### config.mk
export PLATFORM = sky130hd
export DESIGN_NAME = host_uart_frame_assembler
export DESIGN_NICKNAME = d
export VERILOG_FILES = /design/src/rtl/host_uart_pkg.sv /design/src/rtl/host_uart_timeout.sv /design/src/rtl/host_uart_frame_assembler.sv
export SDC_FILE = /design/constraint.sdc
export NUM_CORES = 2
export LEC_CHECK = 0
export ABC_AREA = 1
export CAP_MARGIN = 20
export CELL_PAD_IN_SITES_DETAIL_PLACEMENT = 0
export CELL_PAD_IN_SITES_GLOBAL_PLACEMENT = 1
export CORE_AREA = 8 8 407 409
export CTS_BUF_LIST = sky130_fd_sc_hd__clkbuf_4 sky130_fd_sc_hd__clkbuf_8
export DETAILED_ROUTE_END_ITERATION = 8
export DIE_AREA = 0 0 415 417
export PLACE_DENSITY_LB_ADDON = 0.1
export SYNTH_ARGS = -nofsm -noshare
export SYNTH_HDL_FRONTEND = slang
export SYNTH_SLANG_ARGS = --single-unit
export TNS_END_PERCENT = 100
### constraint.sdc
create_clock -name clk -period 5.8 [get_ports clk]
set_input_delay 1.16 -clock clk [delete_from_list [all_inputs] [get_ports clk]]
set_output_delay 1.16 -clock clk [all_outputs]
set_load 0.01 [all_outputs]
### src/rtl/host_uart_pkg.sv
// Shared definitions for the host UART frame assembler.
//   SOF     : start-of-frame byte value
//   MAX_LEN : largest payload length accepted in the LEN byte
//   state_e : assembler state encoding
package host_uart_pkg;

  localparam logic [7:0]  SOF     = 8'h7E;
  localparam int unsigned MAX_LEN = 128;

  typedef enum logic [2:0] {
    StIdle,
    StLen,
    StPayload,
    StCheck,
    StDeliver
  } state_e;

endpackage

### src/rtl/host_uart_timeout.sv
// Inter-byte timeout counter.
//   clk, reset_n : clock, asynchronous active-low reset
//   clear        : zero the counter (takes priority over enable)
//   enable       : count one cycle
//   expired      : high while enabled in the TIMEOUT_CYCLES-th counted cycle
module host_uart_timeout #(
  parameter logic [15:0] TIMEOUT_CYCLES = 16'd50000
) (
  input  logic clk,
  input  logic reset_n,
  input  logic clear,
  input  logic enable,
  output logic expired
);

  logic [15:0] cnt_q;

  assign expired = enable && (cnt_q == TIMEOUT_CYCLES - 16'd1);

  // Holds at the terminal value; the owner leaves its counting states on expiry.
  always_ff @(posedge clk or negedge reset_n) begin
    if (!reset_n) begin
      cnt_q <= '0;
    end else if (clear) begin
      cnt_q <= '0;
    end else if (enable && !expired) begin
      cnt_q <= cnt_q + 16'd1;
    end
  end

endmodule

### src/rtl/host_uart_frame_assembler.sv
// Assembles SOF/LEN/payload/CHK frames from a UART byte stream and hands the
// payload to a command decoder.
//   clk, reset_n           : clock, asynchronous active-low reset
//   rx_data, rx_valid      : received byte and its one-cycle strobe
//   dec_done               : decoder ready to accept a new frame
//   frame_data, frame_len  : assembled payload (byte k at [8k+7:8k]) and length
//   start                  : one-cycle handoff pulse
//   err_*                  : one-cycle error pulses (at most one per cycle)
//   busy                   : high whenever not idle
module host_uart_frame_assembler #(
  parameter logic [15:0]  TIMEOUT_CYCLES = 16'd50000,
  parameter int unsigned  MAX_LEN        = host_uart_pkg::MAX_LEN
) (
  input  logic          clk,
  input  logic          reset_n,
  input  logic [7:0]    rx_data,
  input  logic          rx_valid,
  input  logic          dec_done,
  output logic [1023:0] frame_data,
  output logic [7:0]    frame_len,
  output logic          start,
  output logic          err_length,
  output logic          err_checksum,
  output logic          err_timeout,
  output logic          err_overrun,
  output logic          busy
);

  import host_uart_pkg::*;

  localparam logic [8:0] MaxLen9 = 9'(MAX_LEN);

  state_e          state_q, state_d;
  logic [1023:0]   frame_data_q, frame_data_d;
  logic [7:0]      frame_len_q, frame_len_d;
  logic [7:0]      idx_q, idx_d;
  logic [7:0]      xor_q, xor_d;
  logic            to_enable, to_clear, to_expired, timeout_hit;

  assign to_enable = (state_q == StLen) || (state_q == StPayload) || (state_q == StCheck);
  assign to_clear  = rx_valid || !to_enable;
  // A byte arriving in the expiry cycle wins over the timeout.
  assign timeout_hit = to_expired && !rx_valid;

  host_uart_timeout #(
    .TIMEOUT_CYCLES(TIMEOUT_CYCLES)
  ) u_timeout (
    .clk    (clk),
    .reset_n(reset_n),
    .clear  (to_clear),
    .enable (to_enable),
    .expired(to_expired)
  );

  always_comb begin
    state_d      = state_q;
    frame_data_d = frame_data_q;
    frame_len_d  = frame_len_q;
    idx_d        = idx_q;
    xor_d        = xor_q;
    start        = 1'b0;
    err_length   = 1'b0;
    err_checksum = 1'b0;
    err_timeout  = 1'b0;
    err_overrun  = 1'b0;

    case (state_q)
      StIdle: begin
        if (rx_valid && rx_data == SOF) begin
          state_d      = StLen;
          frame_data_d = '0;
          xor_d        = '0;
          idx_d        = '0;
        end
      end
      StLen: begin
        if (rx_valid) begin
          if (rx_data == 8'd0 || {1'b0, rx_data} > MaxLen9) begin
            err_length = 1'b1;
            state_d    = StIdle;
          end else begin
            frame_len_d = rx_data;
            state_d     = StPayload;
          end
        end
      end
      StPayload: begin
        if (rx_valid) begin
          frame_data_d[{idx_q[6:0], 3'b000} +: 8] = rx_data;
          xor_d = xor_q ^ rx_data;
          idx_d = idx_q + 8'd1;
          if (idx_q == frame_len_q - 8'd1) begin
            state_d = StCheck;
          end
        end
      end
      StCheck: begin
        if (rx_valid) begin
          if (rx_data == xor_q) begin
            state_d = StDeliver;
          end else begin
            err_checksum = 1'b1;
            state_d      = StIdle;
          end
        end
      end
      StDeliver: begin
        // No room for another frame until the decoder takes this one.
        if (rx_valid) begin
          err_overrun = 1'b1;
        end
        if (dec_done) begin
          start   = 1'b1;
          state_d = StIdle;
        end
      end
      default: state_d = StIdle;
    endcase

    // Only reachable in LEN/PAYLOAD/CHECK with no byte this cycle.
    if (timeout_hit) begin
      err_timeout = 1'b1;
      state_d     = StIdle;
    end
  end

  always_ff @(posedge clk or negedge reset_n) begin
    if (!reset_n) begin
      state_q      <= StIdle;
      frame_data_q <= '0;
      frame_len_q  <= '0;
      idx_q        <= '0;
      xor_q        <= '0;
    end else begin
      state_q      <= state_d;
      frame_data_q <= frame_data_d;
      frame_len_q  <= frame_len_d;
      idx_q        <= idx_d;
      xor_q        <= xor_d;
    end
  end

  assign frame_data = frame_data_q;
  assign frame_len  = frame_len_q;
  assign busy       = (state_q != StIdle);

endmodule

==> results.json <==
{
  "irDropWorstVdd_uv": 271.7,
  "p_switching_uw": 7541,
  "final_cell_area_sq_um": 62810,
  "grt_pass1_vias": 42206,
  "setup_viol": 0,
  "worstSetupEndpoint": "err_checksum",
  "hold_path.class": "in2async",
  "worstMarginPinSlew_ns": 1.131,
  "area_delta_synth_final_pct": 38.06,
  "crit_start": "rx_data[1]",
  "clockBufferDepth": 3,
  "clock_latency_ns": 0.87,
  "fin_nets": 6398,
  "yosys_warnings": 0,
  "swShare": 0.3655,
  "dr.pass1.iters": 5,
  "ctsResizeCount": 0,
  "r2r_slack_ns": 0.93,
  "netlist.top_cell.by_area": "dfrtp_1",
  "synth_mux_area_frac": 0,
  "drt_iter0_drc": 3741,
  "drive_gt1_frac": 0.09959,
  "post-dp-hpwl_um": 172800,
  "period_needed_ns": 4.921,
  "skew_ns": 0.03648,
  "hold_violations": 0,
  "path_clk_slew_ns": 0.06,
  "yosys-top-cells-area": "dfrtp_1, nand2_1, nand3_1, o21ai_0, nor2_1",
  "max_cap_viol_count": 0,
  "synth_top_family_by_area": "simple AND/OR/NAND/NOR gates",
  "max_freq_mhz": 203.2,
  "cts_tree": "built",
  "rows": 147,
  "r2r_start": "idx_q[0]",
  "grt_pass1_wl_um": 330800,
  "p_per_area_nw_per_um2": 328.5,
  "cts_buffers": 200,
  "avgSynthCellArea_sq_um": 8.616,
  "ant_nets": 0,
  "synthSimpleGateAreaFrac": 0.3234,
  "worstPathArrival_ns": 3.76,
  "synthAdderAreaFrac": 0.001925,
  "path_class": "in2out",
  "end_kind": "output port",
  "synth_top_area_frac": 0.5869,
  "fin_tns_setup_ns": 0,
  "synth_cell_types": 40,
  "finalWirelength_um": 235000,
  "die_area_sq_um": 173100,
  "netlist_instances": 5280,
  "die_x_um": 415,
  "gp_congestion": 0.8441,
  "grtUsageTotal": 0.2610,
  "start_util": 0.2856,
  "grt_setup_unrepaired": "false",
  "syn_nets": 5299,
  "antenna_found_initial": 7,
  "post_cts_buffers": 0,
  "crit_required_ns": 4.64,
  "pwr-share-clk": 0.391,
  "p_int_uw": 13090,
  "reg2regPathDepth": 14,
  "postCtsHoldBufs": 0,
  "wire_per_inst_um": 27.23,
  "relSlewSlack": 0.2457,
  "cp_max_fo": 5,
  "fin_hold_ws_ns": 0.2732,
  "status": "complete, no violations",
  "dp_slack_ns": 0.8075,
  "cts_sinks": 1067,
  "synth_area_sq_um": 45490,
  "pwr-share-seq": 0.378,
  "gr-total-overflow": 0,
  "post_drt_via_cell_ratio": 4.920,
  "die_h_um": 417,
  "yosys.area_share.xor_xnor": 0.003080,
  "root_buffer": "clkbuf_8",
  "place_area_sq_um": 58380,
  "r2r-end": "frame_data[835]",
  "ys_ff_latch": 1067,
  "p_leak_uw": 0.03000,
  "fin_ws_ns": 0.8788,
  "core_sq_um": 159300,
  "power_frac_comb": 0.230,
  "ys_seq_area_frac": 0.5869,
  "cts-htree-levels": 4,
  "slew_viol_final": 0,
  "period_share": 0.8485,
  "vias": 42453,
  "startpoint_type": "input pin",
  "fillers": 16575,
  "grt_max_degree": 177,
  "drt_drc_violations_left": 0,
  "io_buffer_count": 1049,
  "power.total_uw": 20630,
  "synth_compound_area_frac": 0.04458,
  "io_pins": 1050
}
Yosys cell counts (all sizes together):
cell type / number
nor3b: 2
a31oi: 2
clkbuf: 106
o211ai: 1
xnor2: 6
a22o: 5
buf: 119
a21oi: 18
inv: 202
o31ai: 2
xor2: 10
nor2: 330
ha: 7
nand3: 843
o21ai: 348
o21a: 3
clkinv: 2
o22ai: 14
nand4: 52
nor4: 8
dfrtp: 1067
or2: 1
nand2: 1985
nor3: 146
nand3b: 1
how the worst min path moves through the flow:
stage	to	slack, ns	depth (start not counted)
after floorplan	u_timeout.cnt_q[0]	0.47	1
after global placement	frame_data[423]	0.45	2
after detailed placement	frame_data[200]	0.46	2
after CTS	frame_data[683]	0.27	1
after global routing	frame_data[683]	0.25	1
final	frame_data[683]	0.27	1
power groups by stage:
stage               logic [uW]  clock network (uW)  registers (uW)
CTS                       4830                8310            7800
global placement          4810                   0            7930
detailed placement        4820                   0            7930
floorplan                 2390                   0            7930
finish                    4750                8070            7810
global route              5060                8640            7820
final cells by class:
type                       count  area (sq um)  share of cell area
timing repair buffer        1122         11190              0.1782
sequential                  1067         26700              0.4251
antenna                        6         15.01           0.0002390
inverter                     204         778.2             0.01239
multi-input combinational   3784         17110              0.2724
tap                         2086          2610             0.04155
clock inverter                24         284.0            0.004522
clock buffer                 336          4124             0.06566
registers in the layout (all words and copies together) (netlist names):
signal           flops
frame_data        1024
u_timeout.cnt_q     16
frame_len            8
idx_q                8
xor_q                8
state_q              3
per-layer routing:
layer,global-route usage,part of all wire,vias to the layer above
li1,-,-,19527
met1,0.3130,0.40,21220
met2,0.4443,0.49,1360
met3,0.06374,0.062,346
met4,0.1168,0.051,0
met5,0,0,-
logic make-up (layout without fill, tap and decap cells):
kind of cell / after synthesis / in the layout
XOR/XNOR: 16 / 16
AO/OA/AOI/OAI: 393 / 393
buffers and inverters: 429 / 1686
other: 0 / 6
flip-flops: 1067 / 1067
AND/OR/NAND/NOR: 3368 / 3368
adder cells (fa/ha/maj): 7 / 7
through the flow:
step | std cells | util
detailed placement | 8262 | 0.3665
CTS | 8622 | 0.3942
global placement | 8262 | 0.3665
global route | 8625 | 0.3943
finish | 8629 | 0.3943
floorplan | 5280 | -
cells in the final DEF (no fill, tap or decap), drive strengths merged, types with 6 or more instances in the layout:
master	instances
a21oi	18
buf	73
clkbuf	337
clkdlybuf4s50	1048
clkinv	16
dfrtp	1067
diode	6
ha	7
inv	207
nand2	1985
nand3	843
nand4	52
nor2	330
nor3	146
nor4	8
o21ai	348
o22ai	14
xnor2	6
xor2	10
worst max-delay path, cell delays in order:
cell and delay (ns):
clkdlybuf4s50_1 0.65, xnor2_1 0.33, nand2_1 0.08, nor3_1 0.65
a21oi_1 0.23, clkdlybuf4s50_1 0.65
Note: power is estimated with default switching activity, not from simulation.
